--- config.mk ---
export PLATFORM = sky130hd
export DESIGN_NAME = lisa_dbg_cmd_responder
export DESIGN_NICKNAME = d
export VERILOG_FILES = /design/src/rtl/lisa_dbg_cmd_responder.sv
export SDC_FILE = /design/constraint.sdc
export NUM_CORES = 1
export LEC_CHECK = 0
export CORE_AREA = 2 2 118 120
export CTS_CLUSTER_SIZE = 20
export DETAILED_ROUTE_END_ITERATION = 10
export DIE_AREA = 0 0 120 122
export RECOVER_POWER = 25
export SETUP_SLACK_MARGIN = 0.1
export SYNTH_ARGS = -nofsm -noshare
export SYNTH_HDL_FRONTEND = slang
export SYNTH_SLANG_ARGS = --single-unit
--- constraint.sdc ---
create_clock -name clk -period 3.43 [get_ports clk]
set_input_delay 0.8575 -clock clk [delete_from_list [all_inputs] [get_ports clk]]
set_output_delay 0.8575 -clock clk [all_outputs]
set_load 0.01 [all_outputs]
--- src/rtl/lisa_dbg_cmd_responder.sv ---
// Purpose : ASCII debug-link responder; parses "wAAVVVV<LF>" / "rAA<LF>", drives the debug reg bus, answers reads "VVVV<CR><LF>".
// Latency : terminator pop -> reg_wr/reg_rd +2 cycles; read ack -> first response byte +1 cycle (tx_buf_empty=1).
// Backpr. : pops RX only while parsing, one blank cycle after every pop; SEND stalls on tx_buf_empty=0 with no loss.
// Option  : define DBG_HEX_UPPER_EN to also accept 'A'-'F' digits and 'W'/'R' commands (response stays lowercase).
module lisa_dbg_cmd_responder #(
    parameter int unsigned ACK_TO  = 64,
    parameter logic [15:0] TO_DATA = 16'hFFFF
) (
    input  logic        clk,
    input  logic        rst_n,
    input  logic [7:0]  rx_d,
    input  logic        rx_avail,
    output logic        rx_rd,
    output logic [7:0]  tx_d,
    output logic        tx_wr,
    input  logic        tx_buf_empty,
    output logic [7:0]  reg_addr,
    output logic [15:0] reg_wdata,
    output logic        reg_wr,
    output logic        reg_rd,
    input  logic [15:0] reg_rdata,
    input  logic        reg_ack,
    output logic        busy
);

    localparam int unsigned TO_W = (ACK_TO > 1) ? $clog2(ACK_TO) : 1;

    typedef enum logic [3:0] {
        S_IDLE, S_W_A1, S_W_A2, S_W_D1, S_W_D2, S_W_D3, S_W_D4, S_W_END,
        S_R_A1, S_R_A2, S_R_END, S_EXEC_W, S_EXEC_R, S_WAIT_ACK, S_SEND, S_FLUSH
    } state_e;

    state_e            state_q, state_d;
    logic [7:0]        byte_q, byte_d;
    logic              byte_vld_q, byte_vld_d;
    logic [7:0]        addr_q, addr_d;
    logic [15:0]       wdata_q, wdata_d;
    logic [15:0]       rdata_q, rdata_d;
    logic [7:0]        tx_hold_q, tx_hold_d;
    logic              tx_blank_q, tx_blank_d;
    logic [2:0]        tx_cnt_q, tx_cnt_d;
    logic [TO_W-1:0]   to_cnt_q, to_cnt_d;

    logic [4:0]        hex;
    logic              hex_ok;
    logic              is_w, is_r, is_eol;
    logic              parsing, pop, tx_push, ack_expired;
    logic [7:0]        tx_char;

    // Returns {valid, nibble} for an ASCII hex digit.
    function automatic logic [4:0] hex_decode(input logic [7:0] c);
        logic [4:0] r;
        r = 5'd0;
        if (c >= 8'h30 && c <= 8'h39)      r = {1'b1, c[3:0]};
        else if (c >= 8'h61 && c <= 8'h66) r = {1'b1, c[3:0] + 4'd9};
`ifdef DBG_HEX_UPPER_EN
        else if (c >= 8'h41 && c <= 8'h46) r = {1'b1, c[3:0] + 4'd9};
`endif
        return r;
    endfunction

    // Lowercase ASCII for one nibble.
    function automatic logic [7:0] hex_char(input logic [3:0] n);
        return (n < 4'd10) ? (8'h30 + {4'h0, n}) : (8'h57 + {4'h0, n});
    endfunction

    // The byte popped last cycle is decoded in the following (blank) cycle.
    assign hex    = hex_decode(byte_q);
    assign hex_ok = hex[4];
    assign is_eol = (byte_q == 8'h0A) || (byte_q == 8'h0D);
`ifdef DBG_HEX_UPPER_EN
    assign is_w = (byte_q == 8'h77) || (byte_q == 8'h57);
    assign is_r = (byte_q == 8'h72) || (byte_q == 8'h52);
`else
    assign is_w = (byte_q == 8'h77);
    assign is_r = (byte_q == 8'h72);
`endif

    // RX is only drained in the parsing/flush states, never during exec or response.
    assign parsing = !(state_q inside {S_EXEC_W, S_EXEC_R, S_WAIT_ACK, S_SEND});
    assign pop     = parsing && rx_avail && !byte_vld_q;
    assign tx_push = (state_q == S_SEND) && tx_buf_empty && !tx_blank_q;
    assign ack_expired = (ACK_TO != 0) && (to_cnt_q == TO_W'(ACK_TO - 1));

    // Response byte selected by the byte counter: four digits MSB first, then CR, LF.
    always_comb begin
        case (tx_cnt_q)
            3'd0:    tx_char = hex_char(rdata_q[15:12]);
            3'd1:    tx_char = hex_char(rdata_q[11:8]);
            3'd2:    tx_char = hex_char(rdata_q[7:4]);
            3'd3:    tx_char = hex_char(rdata_q[3:0]);
            3'd4:    tx_char = 8'h0D;
            default: tx_char = 8'h0A;
        endcase
    end

    // State register.
    always_ff @(posedge clk or negedge rst_n) begin
        if (!rst_n) state_q <= S_IDLE;
        else        state_q <= state_d;
    end

    // Next-state decode; parsing states advance only on a freshly latched byte.
    always_comb begin
        state_d = state_q;
        case (state_q)
            S_IDLE: begin
                if (byte_vld_q) begin
                    if (is_w)                              state_d = S_W_A1;
                    else if (is_r)                         state_d = S_R_A1;
                    else if (!(is_eol || byte_q == 8'h20)) state_d = S_FLUSH;
                end
            end
            S_W_A1:     if (byte_vld_q) state_d = hex_ok ? S_W_A2  : S_FLUSH;
            S_W_A2:     if (byte_vld_q) state_d = hex_ok ? S_W_D1  : S_FLUSH;
            S_W_D1:     if (byte_vld_q) state_d = hex_ok ? S_W_D2  : S_FLUSH;
            S_W_D2:     if (byte_vld_q) state_d = hex_ok ? S_W_D3  : S_FLUSH;
            S_W_D3:     if (byte_vld_q) state_d = hex_ok ? S_W_D4  : S_FLUSH;
            S_W_D4:     if (byte_vld_q) state_d = hex_ok ? S_W_END : S_FLUSH;
            S_W_END:    if (byte_vld_q) state_d = is_eol ? S_EXEC_W : S_FLUSH;
            S_R_A1:     if (byte_vld_q) state_d = hex_ok ? S_R_A2  : S_FLUSH;
            S_R_A2:     if (byte_vld_q) state_d = hex_ok ? S_R_END : S_FLUSH;
            S_R_END:    if (byte_vld_q) state_d = is_eol ? S_EXEC_R : S_FLUSH;
            S_EXEC_W:   state_d = S_IDLE;
            S_EXEC_R:   state_d = reg_ack ? S_SEND : S_WAIT_ACK;
            S_WAIT_ACK: if (reg_ack || ack_expired) state_d = S_SEND;
            S_SEND:     if (tx_push && tx_cnt_q == 3'd5) state_d = S_IDLE;
            S_FLUSH:    if (byte_vld_q && byte_q == 8'h0A) state_d = S_IDLE;
            default:    state_d = S_IDLE;
        endcase
    end

    // Datapath next values: byte latch, address/data assembly, read capture, TX sequencing.
    always_comb begin
        byte_d     = pop ? rx_d : byte_q;
        byte_vld_d = pop;
        addr_d     = addr_q;
        wdata_d    = wdata_q;
        rdata_d    = rdata_q;
        if (byte_vld_q && hex_ok) begin
            if (state_q == S_W_A1 || state_q == S_R_A1) addr_d = {hex[3:0], addr_q[3:0]};
            if (state_q == S_W_A2 || state_q == S_R_A2) addr_d = {addr_q[7:4], hex[3:0]};
            if (state_q inside {S_W_D1, S_W_D2, S_W_D3, S_W_D4}) wdata_d = {wdata_q[11:0], hex[3:0]};
        end
        if ((state_q == S_EXEC_R || state_q == S_WAIT_ACK) && reg_ack) rdata_d = reg_rdata;
        else if (state_q == S_WAIT_ACK && ack_expired)                  rdata_d = TO_DATA;
        to_cnt_d   = (state_q == S_WAIT_ACK) ? to_cnt_q + TO_W'(1) : '0;
        tx_cnt_d   = (state_q != S_SEND) ? 3'd0 : (tx_push ? tx_cnt_q + 3'd1 : tx_cnt_q);
        tx_blank_d = tx_push;
        tx_hold_d  = tx_push ? tx_char : tx_hold_q;
    end

    // Datapath registers.
    always_ff @(posedge clk or negedge rst_n) begin
        if (!rst_n) begin
            byte_q     <= 8'h00;
            byte_vld_q <= 1'b0;
            addr_q     <= 8'h00;
            wdata_q    <= 16'h0000;
            rdata_q    <= 16'h0000;
            tx_hold_q  <= 8'h00;
            tx_blank_q <= 1'b0;
            tx_cnt_q   <= 3'd0;
            to_cnt_q   <= '0;
        end else begin
            byte_q     <= byte_d;
            byte_vld_q <= byte_vld_d;
            addr_q     <= addr_d;
            wdata_q    <= wdata_d;
            rdata_q    <= rdata_d;
            tx_hold_q  <= tx_hold_d;
            tx_blank_q <= tx_blank_d;
            tx_cnt_q   <= tx_cnt_d;
            to_cnt_q   <= to_cnt_d;
        end
    end

    // Outputs; tx_d shows the byte being pushed, otherwise holds the last one.
    always_comb begin
        rx_rd     = pop;
        tx_wr     = tx_push;
        tx_d      = tx_push ? tx_char : tx_hold_q;
        reg_wr    = (state_q == S_EXEC_W);
        reg_rd    = (state_q == S_EXEC_R);
        busy      = (state_q != S_IDLE);
        reg_addr  = addr_q;
        reg_wdata = wdata_q;
    end

endmodule
==> metrics.md, run 1 <==
| Metric | Value |
|---|---|
| Leak Pwr | 2.16 nW |
| Synthesized area | 3930 um2 |
| Post-CTS Setup Bufs | 0 |
| Antenna-violating nets left | 0 |
| Root buffer cell | clkbuf_16 |
| Ant diodes | 0 |
| Sw power | 0.00155 W |
| # hold bufs at CTS | 0 |
| Final worst path period need | 3.25 ns |
| Clock power share | 24.0% |
| Hold/Removal Path Class | flop to flop |
| Starting Density | 29.1% |
| Syn_nets | 432 |
| Commonest non-fill, non-tap cell in the layout | dfrtp_1 |
| Wire per inst | 14.0 um |
| H-Tree Depth | 3 |
| CP startpoint kind | primary input |
| IO Pins | between 60 and 70 |
| Initial antenna violation count | 0 |
| Core Rows | 43 |
| Yosys cell types | between 60 and 70 |
| Tcrit/Tclk final | 94.6% |
| Routed via count | 3163 |
| Max cap viols | 2 |
| DR vias/cell | ~4.9 |
| GRT overflow | 0 |
| Die height | about 120 um |
| Combinational power share | 42.5% |
| Share of cells above drive strength 1 | 15.0% |
| CTS tree | done |
| Gate Count Post-Synth | 388 |
| Switch share | 37.5% |
| Syn avg cell area | 10.1 um2 |
| Maximum clock rate | around 0.31 GHz |
| Number of global-route vias before repair | 3027 |
| Worst-path maximum fanout | 4 |
| Unrepaired setup endpoints after global routing | true |
| Worst-Skew Late Latency | about 0.33 ns |
| Largest net degree at the start of global routing | 43 |
| Synth warn | 0 |
| Yosys reg bits | a little over 70 |
| Internal power | 0.00257 W |
| Initial DRT Pass Iterations | 4 |
| Max VDD drop | 274 uV |
| Predominant post-synthesis flop cell | dfrtp_1 |
| Core area | ~14000 um2 |
| Initial drt markers | 288 |
| RD Place Congestion | 0.911 |
| Clk slew on worst S/H paths | roughly 0.060 ns |
| Drt total wl | approximately 9 mm |
| Finish-stage setup viols | 0 |
| Seq/Total Area, Yosys | 45.2% |
| Status | complete, but fails checks |
| Post-synth EDFFs | 0 |
| Die W | 120 um |
| Most frequent cells in the layout | dfrtp_1 (71), clkdlybuf4s50_1 (57), nand2_1 (33) |
| Endpoint class of the critical path | output port |
| Gr usage total | 12.9% |
| PwrDens | approximately 800 nW/um2 |
| TritonCTS Buffers | 9 |
| DRC | 0 |
| Final Hold Viols | 0 |
| Failing checks | max-capacitance violations, max-slew violations |
| Pwr Total | 0.00412 W |
| Final core utilization | a little under two fifths |
| Skew final | around 0.007 ns |
| Die footprint | 14600 um2 |
| # fillers | 1318 |
| Final #Nets | 499 |
| Slew at the pin with the worst max-slew slack | 2.19 ns |
| First-pass GRT wire length | 15.2 mm |
| Clock Path Buffers | 2 |
| Syn-to-layout area delta | 30.4% |
| Asr flop ratio synth | 100% |
| Final HPWL DP | about 6.7 mm |
| Count of clock tree sinks | 71 |
| Fin. max-slew vios | 73 |
| WP data arrival | 2.39 ns |
| Port bufs | 65 |
| CP required | 2.57 ns |
| Critical path class | primary input to output port |
| Power share of the sequential group | between 30% and 40% |
| Slew Limit Headroom | -45.8% |
[metrics by stage]
stage / setup slack [ns] / hold WS [ns] / std cells / TNS (ns) / cell area [um2]
5_1_grt: 0.0932 / 0.502 / 640 / 0 / 5120
4_1_cts: 0.0962 / 0.483 / 640 / 0 / 5120
6_report: 0.184 / 0.480 / 640 / 0 / 5120
2_1_floorplan: 0.576 / 0.447 / 388 / 0 / 3930
3_3_place_gp: -0.190 / 0.465 / 624 / -0.674 / 4800
3_5_place_dp: -0.228 / 0.474 / 624 / -0.998 / 4800
[area by class of cell]
class                   instances  area [um2]  share of cell area [%]
well taps                     180         225                    4.40
repair buffers                 80         739                    14.4
flip-flops and latches         71        1780                    34.7
clock buffers                   9         225                    4.40
inverters                      21        78.8                    1.54
multi-input cells             272        1980                    38.6
clock inverters                 7        97.6                    1.91
[repair_timing]
item | in CTS | in global routing
cloned | 0 | 0
setup endpoints to repair | 7 | 4
pin swaps | 2 | 3
gates resized for setup | 15 | 5
[power groups by stage]
stage | clock network (W) | logic (W) | registers (W)
CTS | 0.00102 | 0.00175 | 0.00138
finish | 0.000987 | 0.00175 | 0.00138
global placement | 0 | 0.00174 | 0.00138
detailed placement | 0 | 0.00176 | 0.00139
floorplan | 0 | 0.00128 | 0.00128
global route | 0.00106 | 0.00195 | 0.00143
[cell families after synthesis]
kind of cell	Yosys count	share of synthesized area, %
AOI/OAI and AO/OA	116	20.5
and+or+nand+nor	105	15.0
DFF	71	45.2
buffers and inverters	45	5.13
muxes	22	6.27
adders and majority gates	15	4.78
xor gates and xnor gates	14	3.12
[worst max-delay path: stages]
cell and delay [ns]:
clkdlybuf4s50_1 0.46, nor2b_4 0.14, nand2b_1 0.08, inv_2 0.07, o31ai_2 0.08, buf_4 0.17
a21oi_1 0.13, a21o_1 0.12, dlygate4sd2_1 0.27
[routing by layer]
metal	vias to the layer above	routed length (um)	track usage, %
li1	1547	-	-
met1	1541	4210	17.0
met2	62	4240	20.6
met3	13	374	3.00
met4	0	118	4.71
met5	-	0	0
[registers in the layout, summed over array words and instances, names as in the netlist, 3 cells and up]
register and cells:
rdata_q 16, reg_wdata 16, byte_q 8, reg_addr 8
tx_hold_q 8, to_cnt_q 6, state_q 4, tx_cnt_q 3
[Yosys cell counts (all sizes together) (3+ instances only)]
cell type  count  area share (%)
nor2b          8             1.3
o211ai         4            0.76
nor2          20             1.9
dfrtp         71              45
inv           21             2.0
nor3           7            0.89
nand2b         4            0.64
buf           14             2.2
a21oi         14             1.9
a22oi          4            0.76
o22a          17             3.8
ha            15             4.8
a211oi         5             1.1
nand3          7            0.89
a31oi          8             1.3
o31ai          4            0.76
clkbuf        10            0.96
or4            3            0.76
nand2         33             3.2
mux2          21             6.0
xnor2         12             2.7
a31o           3            0.67
o21ai         34             4.3
o32a           3            0.76
and4bb         3             1.1
and3           3            0.48
[worst paths after layout]
path | slack, ns | from | cells past startpoint | end
worst min-delay path | 0.48 | to_cnt_q[0] | 1 | to_cnt_q[0]
worst max register to register | 0.78 | byte_q[0] | 6 | reg_wdata[6]
max in group asynchronous | 0.90 | rst_n | 2 | reg_addr[3]
min in group asynchronous | 1.00 | rst_n | 2 | rdata_q[12]
worst max-delay path | 0.18 | tx_buf_empty | 9 | tx_d[4]
worst min register to register | 0.48 | to_cnt_q[0] | 1 | to_cnt_q[0]
(Power assumes the default switching activity.)
==> run 2, diff against run 1 <==
Settings changed: CORE_AREA 2 2 118 120 to 2 2 86 88, DIE_AREA 0 0 120 122 to 0 0 88 90, PLACE_DENSITY from default to 0.84.
==> metrics.md, run 2 (same netlist as run 1, synthesis figures left out) <==
| Metric | Value |
|---|---|
| Number of global-route vias before repair | 2981 |
| Maximum clock rate | 0.303 GHz |
| Slew Limit Headroom | -16.3% |
| Die footprint | 7920 um2 |
| Initial drt markers | 172 |
| Pwr Total | approximately 0.0038 W |
| Max stage delay cell, worst path | clkdlybuf4s50_1 |
| H-Tree Depth | 3 |
| Finish-stage setup viols | 0 |
| Wire per inst | 15.0 um |
| WP data arrival | around 2.5 ns |
| Routed via count | 3228 |
| Uppermost layer routed | met4 |
| Length of routed met3 wiring | 404 um |
| Antenna-violating nets left | 0 |
| First-pass GRT wire length | 13.9 mm |
| # hold bufs at CTS | 0 |
| Post-DP Area | 4690 um2 |
| CP required | about 2.6 ns |
| Final worst path period need | 3.30 ns |
| Most frequent cells in the layout | dfrtp_1 (71), clkdlybuf4s50_1 (57), nand2_1 (33) |
| Final #Nets | 498 |
| Final HPWL DP | 6.16 mm |
| DR vias/cell | about 5.8 |
| WP buf/inv | 3 |
| Largest net degree at the start of global routing | 35 |
| Core Rows | 31 |
| IO Pins | 66 |
| Max cap viols | 2 |
| GRT overflow | 0 |
| Fin area | 4860 um2 |
| CTS tree | done |
| Leak Pwr | between 2 and 2.5 nW |
| Ant diodes | 0 |
| TritonCTS Buffers | 9 |
| Initial antenna violation count | 0 |
| Commonest non-fill, non-tap cell in the layout | dfrtp_1 |
| Clock Path Buffers | 2 |
| Max VDD drop | 400 uV |
| Worst-Skew Late Latency | 0.34 ns |
| Final core utilization | 69.3% |
| Hold/Removal Path Class | primary input to asynchronous set/reset pin |
| DRC | 0 |
| Worst Slack Setup Final | 0.127 ns |
| RR Startpoint | byte_q[1] |
| Wl on met1 | 3.79 mm |
| Share of cells above drive strength 1 | 13.6% |
| Final Hold Viols | 0 |
| Clk slew on worst S/H paths | 0.08 ns |
| # fillers | 539 |
| Die W | 88 um |
| Reg-to-reg endpoint | reg_wdata[11] |
| CP startpoint kind | primary input |
| Fin. max-slew vios | 67 |
| Max incr delay on CP | 0.44 ns |
| Core area | 7020 um2 |
| Failing checks | max-capacitance violations, max-slew violations |
| PwrDens | 773 nW/um2 |
| Skew final | 0.0113 ns |
| Slew at the pin with the worst max-slew slack | approximately 1.7 ns |
| R2R depth | 6 |
| Syn-to-layout area delta | 23.8% |
| Initial DRT Pass Iterations | 5 |
| Root buffer cell | clkbuf_8 |
| DR WL met2 | 4.00 mm |
| Gr usage total | 22.1% |
| Port bufs | 65 |
| CP Launch Point | tx_buf_empty |
| Critical path class | primary input to output port |
| Pre-CTS WS | -0.223 ns |
| Status | complete, but fails checks |
| Endpoint class of the critical path | output port |
| Starting Density | 56.0% |
| Worst-path maximum fanout | 3 |
| R2R setup slack | 0.80 ns |
| Tcrit/Tclk final | 96.3% |
| RD Place Congestion | 0.946 |
| Crit-path cells | clkdlybuf4s50_1 > nor2b_2 > nand2b_1 > inv_2 > o31ai_2 > a2111oi_1 > nor2_1 > dlygate4sd2_1 |
| Count of clock tree sinks | between 70 and 80 |
| Unrepaired setup endpoints after global routing | false |
| Largest delay share family, worst path | buffers and inverters |
| Die height | 90 um |
| Drt total wl | 8.33 mm |
[run 2: cell count changes in the layout (fill, tap and decap cells not counted), sizes merged]
cell           delta
buf               -3
clkbuf            +2
clkinvlp          -1
clkinv            -1
dlygate4sd2       +2
clkdlybuf4s15     -1
bufinv            -1
[run 2: layout make-up]
class                   count  area (um2)  share of cell area, %
clock inverters             4        47.5                  0.978
well taps                  99         124                   2.55
multi-input cells         272        1970                   40.4
clock buffers              10         138                   2.83
flip-flops and latches     71        1780                   36.5
repair buffers             79         733                   15.1
inverters                  21        78.8                   1.62
[run 2: per-stage QoR]
stage	hold WS, ns	instances	setup TNS, ns
floorplan	0.447	388	0
global placement	0.462	542	-0.433
detailed placement	0.473	542	-0.786
CTS	0.334	556	0
global route	0.434	556	0
finish	0.405	556	0
[run 2: where the power goes]
part           internal (W)  leakage (nW)  switching (W)  total [W]
Combinational      0.000848          1.11       0.000889    0.00174
Sequential          0.00108         0.890       0.000297    0.00138
Clock              0.000345        0.0940       0.000303   0.000648
[run 2: how the worst max path moves through the flow]
stage	cells after the start	endpoint
floorplan	7	tx_d[1]
global placement	8	tx_d[1]
detailed placement	8	tx_d[0]
CTS	8	tx_d[1]
global route	8	tx_d[1]
finish	8	tx_d[1]
[run 2: worst reg2reg max path, stage by stage (launching register included)]
cell,delay [ns]
dfrtp_1,0.47
inv_1,0.12
ha_1,0.22
nor3b_1,0.16
and4bb_1,0.34
o2111ai_2,0.78
mux2_2,0.42
[run 2: what timing repair did]
| item | 4_1_cts | 5_1_grt |
|---|---|---|
| resized for setup | 10 | 1 |
| hold endpoints to repair | 0 | 0 |
| pin swaps | 1 | 0 |
| setup buffers | 0 | 0 |
| endpoints found under the setup margin | 7 | 4 |
[run 2: metal layers]
metal / vias to the layer above / global-route usage, %
li1: 1552 / -
met1: 1562 / 31.6
met2: 103 / 33.6
met3: 11 / 3.21
met4: 0 / 8.85
met5: - / 0
==> run 3, diff against run 2 <==
Settings changed: CELL_PAD_IN_SITES_DETAIL_PLACEMENT from default to 0, CELL_PAD_IN_SITES_GLOBAL_PLACEMENT from default to 2, CORE_AREA 2 2 86 88 to 2 2 118 120, DIE_AREA 0 0 88 90 to 0 0 120 122, PLACE_DENSITY 0.84 to default, PLACE_DENSITY_LB_ADDON from default to 0.1.
Clock period 3.43 ns to 2.9 ns, I/O delays scaled along.
==> metrics.md, run 3 (same netlist as run 1, synthesis figures left out) <==
| Metric | Value |
|---|---|
| Status | complete, but fails checks |
| Failing checks | max-capacitance violations, max-slew violations |
| Pre-CTS WS | -0.543 ns |
| Core area | ~14000 um2 |
| Number of global-route vias before repair | 3394 |
| Initial antenna violation count | 0 |
| Clock Path Buffers | 2 |
| WP buf/inv | 2 |
| Critical path class | flop to output port |
| Most common cell on crit path | nor2_2 |
| Worst-Skew Late Latency | 0.35 ns |
| TritonCTS Buffers | 9 |
| Core Rows | 43 |
| Count of clock tree sinks | 71 |
| WP data arrival | 2.04 ns |
| Most frequent cells in the layout | dfrtp_1 (69), clkdlybuf4s50_1 (54), nand2_1 (32) |
| H-Tree Depth | 3 |
| Port bufs | between 60 and 70 |
| Syn-to-layout area delta | 35.9% |
| Layout Cells excl Fill | 654 |
| Finish-stage setup viols | 0 |
| Wire per inst | 15.7 um |
| GRT overflow | 0 |
| CP required | 2.17 ns |
| IO Pins | 66 |
| PwrDens | 953 nW/um2 |
| Slew at the pin with the worst max-slew slack | 1.78 ns |
| Hold/Removal Path Class | flop to flop |
| Max cap viols | 1 |
| Gr usage total | 15.0% |
| DR vias/cell | 4.91 |
| Root buffer cell | clkbuf_16 |
| DRC | 0 |
| Largest net degree at the start of global routing | 72 |
| Drt total wl | 10.3 mm |
| CP startpoint kind | flop |
| Post-DP Area | between 4000 and 5000 um2 |
| Placed cells | 629 |
| Hold Slack | roughly 0.48 ns |
| Initial drt markers | 152 |
| Max stage delay cell, worst path | dfrtp_2 |
| Die height | 122 um |
| CTS tree | done |
| Routed via count | 3213 |
| Antenna-violating nets left | 0 |
| Starting Density | 29.1% |
| Fin. max-slew vios | 72 |
| Final HPWL DP | 7.22 mm |
| Final #Nets | between 500 and 600 |
| Skew final | 0.00528 ns |
| Endpoint class of the critical path | output port |
| Fin area | about 5300 um2 |
| Die footprint | 14600 um2 |
| Final Hold Viols | 0 |
| Share of cells above drive strength 1 | 22.8% |
| Worst-path maximum fanout | 6 |
| Max VDD drop | 446 uV |
| Worst Slack Setup Final | ~0.14 ns |
| Die W | 120 um |
| # hold bufs at CTS | 0 |
| Initial DRT Pass Iterations | 6 |
| Tcrit/Tclk final | 95.2% |
| Clk slew on worst S/H paths | 0.06 ns |
| Commonest non-fill, non-tap cell in the layout | dfrtp_1 |
| Largest delay share family, worst path | flip-flops |
| Final worst path period need | 2.76 ns |
| Maximum clock rate | 0.362 GHz |
| Slew Limit Headroom | -18.8% |
| Unrepaired setup endpoints after global routing | true |
| RD Place Congestion | roughly 0.77 |
| Max incr delay on CP | 0.46 ns |
| Ant diodes | 0 |
| Crit-path cells | inv_2 > ha_4 > nor2_2 > nor2_2 > o31ai_4 > a2111oi_4 > nor2_2 > dlygate4sd2_1 |
| First-pass GRT wire length | between 15 and 20 mm |
| Setup TNS | 0 ns |
| Leak Pwr | 2.24 nW |
## run 3: metal layers
metal / GRT usage (%) / vias to the layer above / wire, um
li1: - / 1570 / -
met1: 18.9 / 1573 / 4730
met2: 24.7 / 55 / 4960
met3: 3.46 / 15 / 384
met4: 6.62 / 0 / 194
met5: 0 / - / 0
## run 3: path summary, 6_finish.rpt
check / from / to / slack (ns) / cells after the start
max: tx_cnt_q[0] / tx_d[1] / 0.14 / 8
min: tx_hold_q[4] / tx_hold_q[4] / 0.48 / 1
max reg2reg: byte_q[0] / state_q[1] / 0.57 / 7
min reg2reg: tx_hold_q[4] / tx_hold_q[4] / 0.48 / 1
max in group asynchronous: rst_n / tx_cnt_q[1] / 0.87 / 1
min in group asynchronous: rst_n / rdata_q[12] / 0.86 / 1
## run 3: what timing repair did
item | 4_1_cts | 5_1_grt
setup buffers | 6 | 3
pin swaps | 5 | 9
hold endpoints to repair | 0 | 0
resized for setup | 40 | 25
endpoints found under the setup margin | 11 | 9
## run 3: power by group
part	switching [W]	leakage, nW	internal (W)
Sequential	0.000336	0.887	0.00128
Combinational	0.00118	1.20	0.00114
Clock	0.000471	0.153	0.000678
## run 3: worst register-to-register path: cells and delay by family, from the launching register on
kind            cells  cell delay (ns)
compound gates      4             1.14
flops               1             0.44
buf+inv             1             0.18
fa+ha+maj           1             0.22
simple gates        1             0.24
## run 3: area by class of cell
class                           instances  area (um2)
Multi-Input combinational cell        272        2100
Clock buffer                            9         225
Sequential cell                        71        1780
Timing Repair Buffer                   94         851
Tap cell                              180         225
Fill cell                            1378        8160
Clock inverter                          7        77.6
Inverter                               21        78.8
## run 3: stage by stage
stage / utilization (%) / total power, W
2_1_floorplan: - / 0.00303
3_3_place_gp: 35.8 / 0.00383
3_5_place_dp: 35.8 / 0.00383
4_1_cts: 39.0 / 0.00509
5_1_grt: 39.5 / 0.00549
6_report: 39.5 / 0.00509
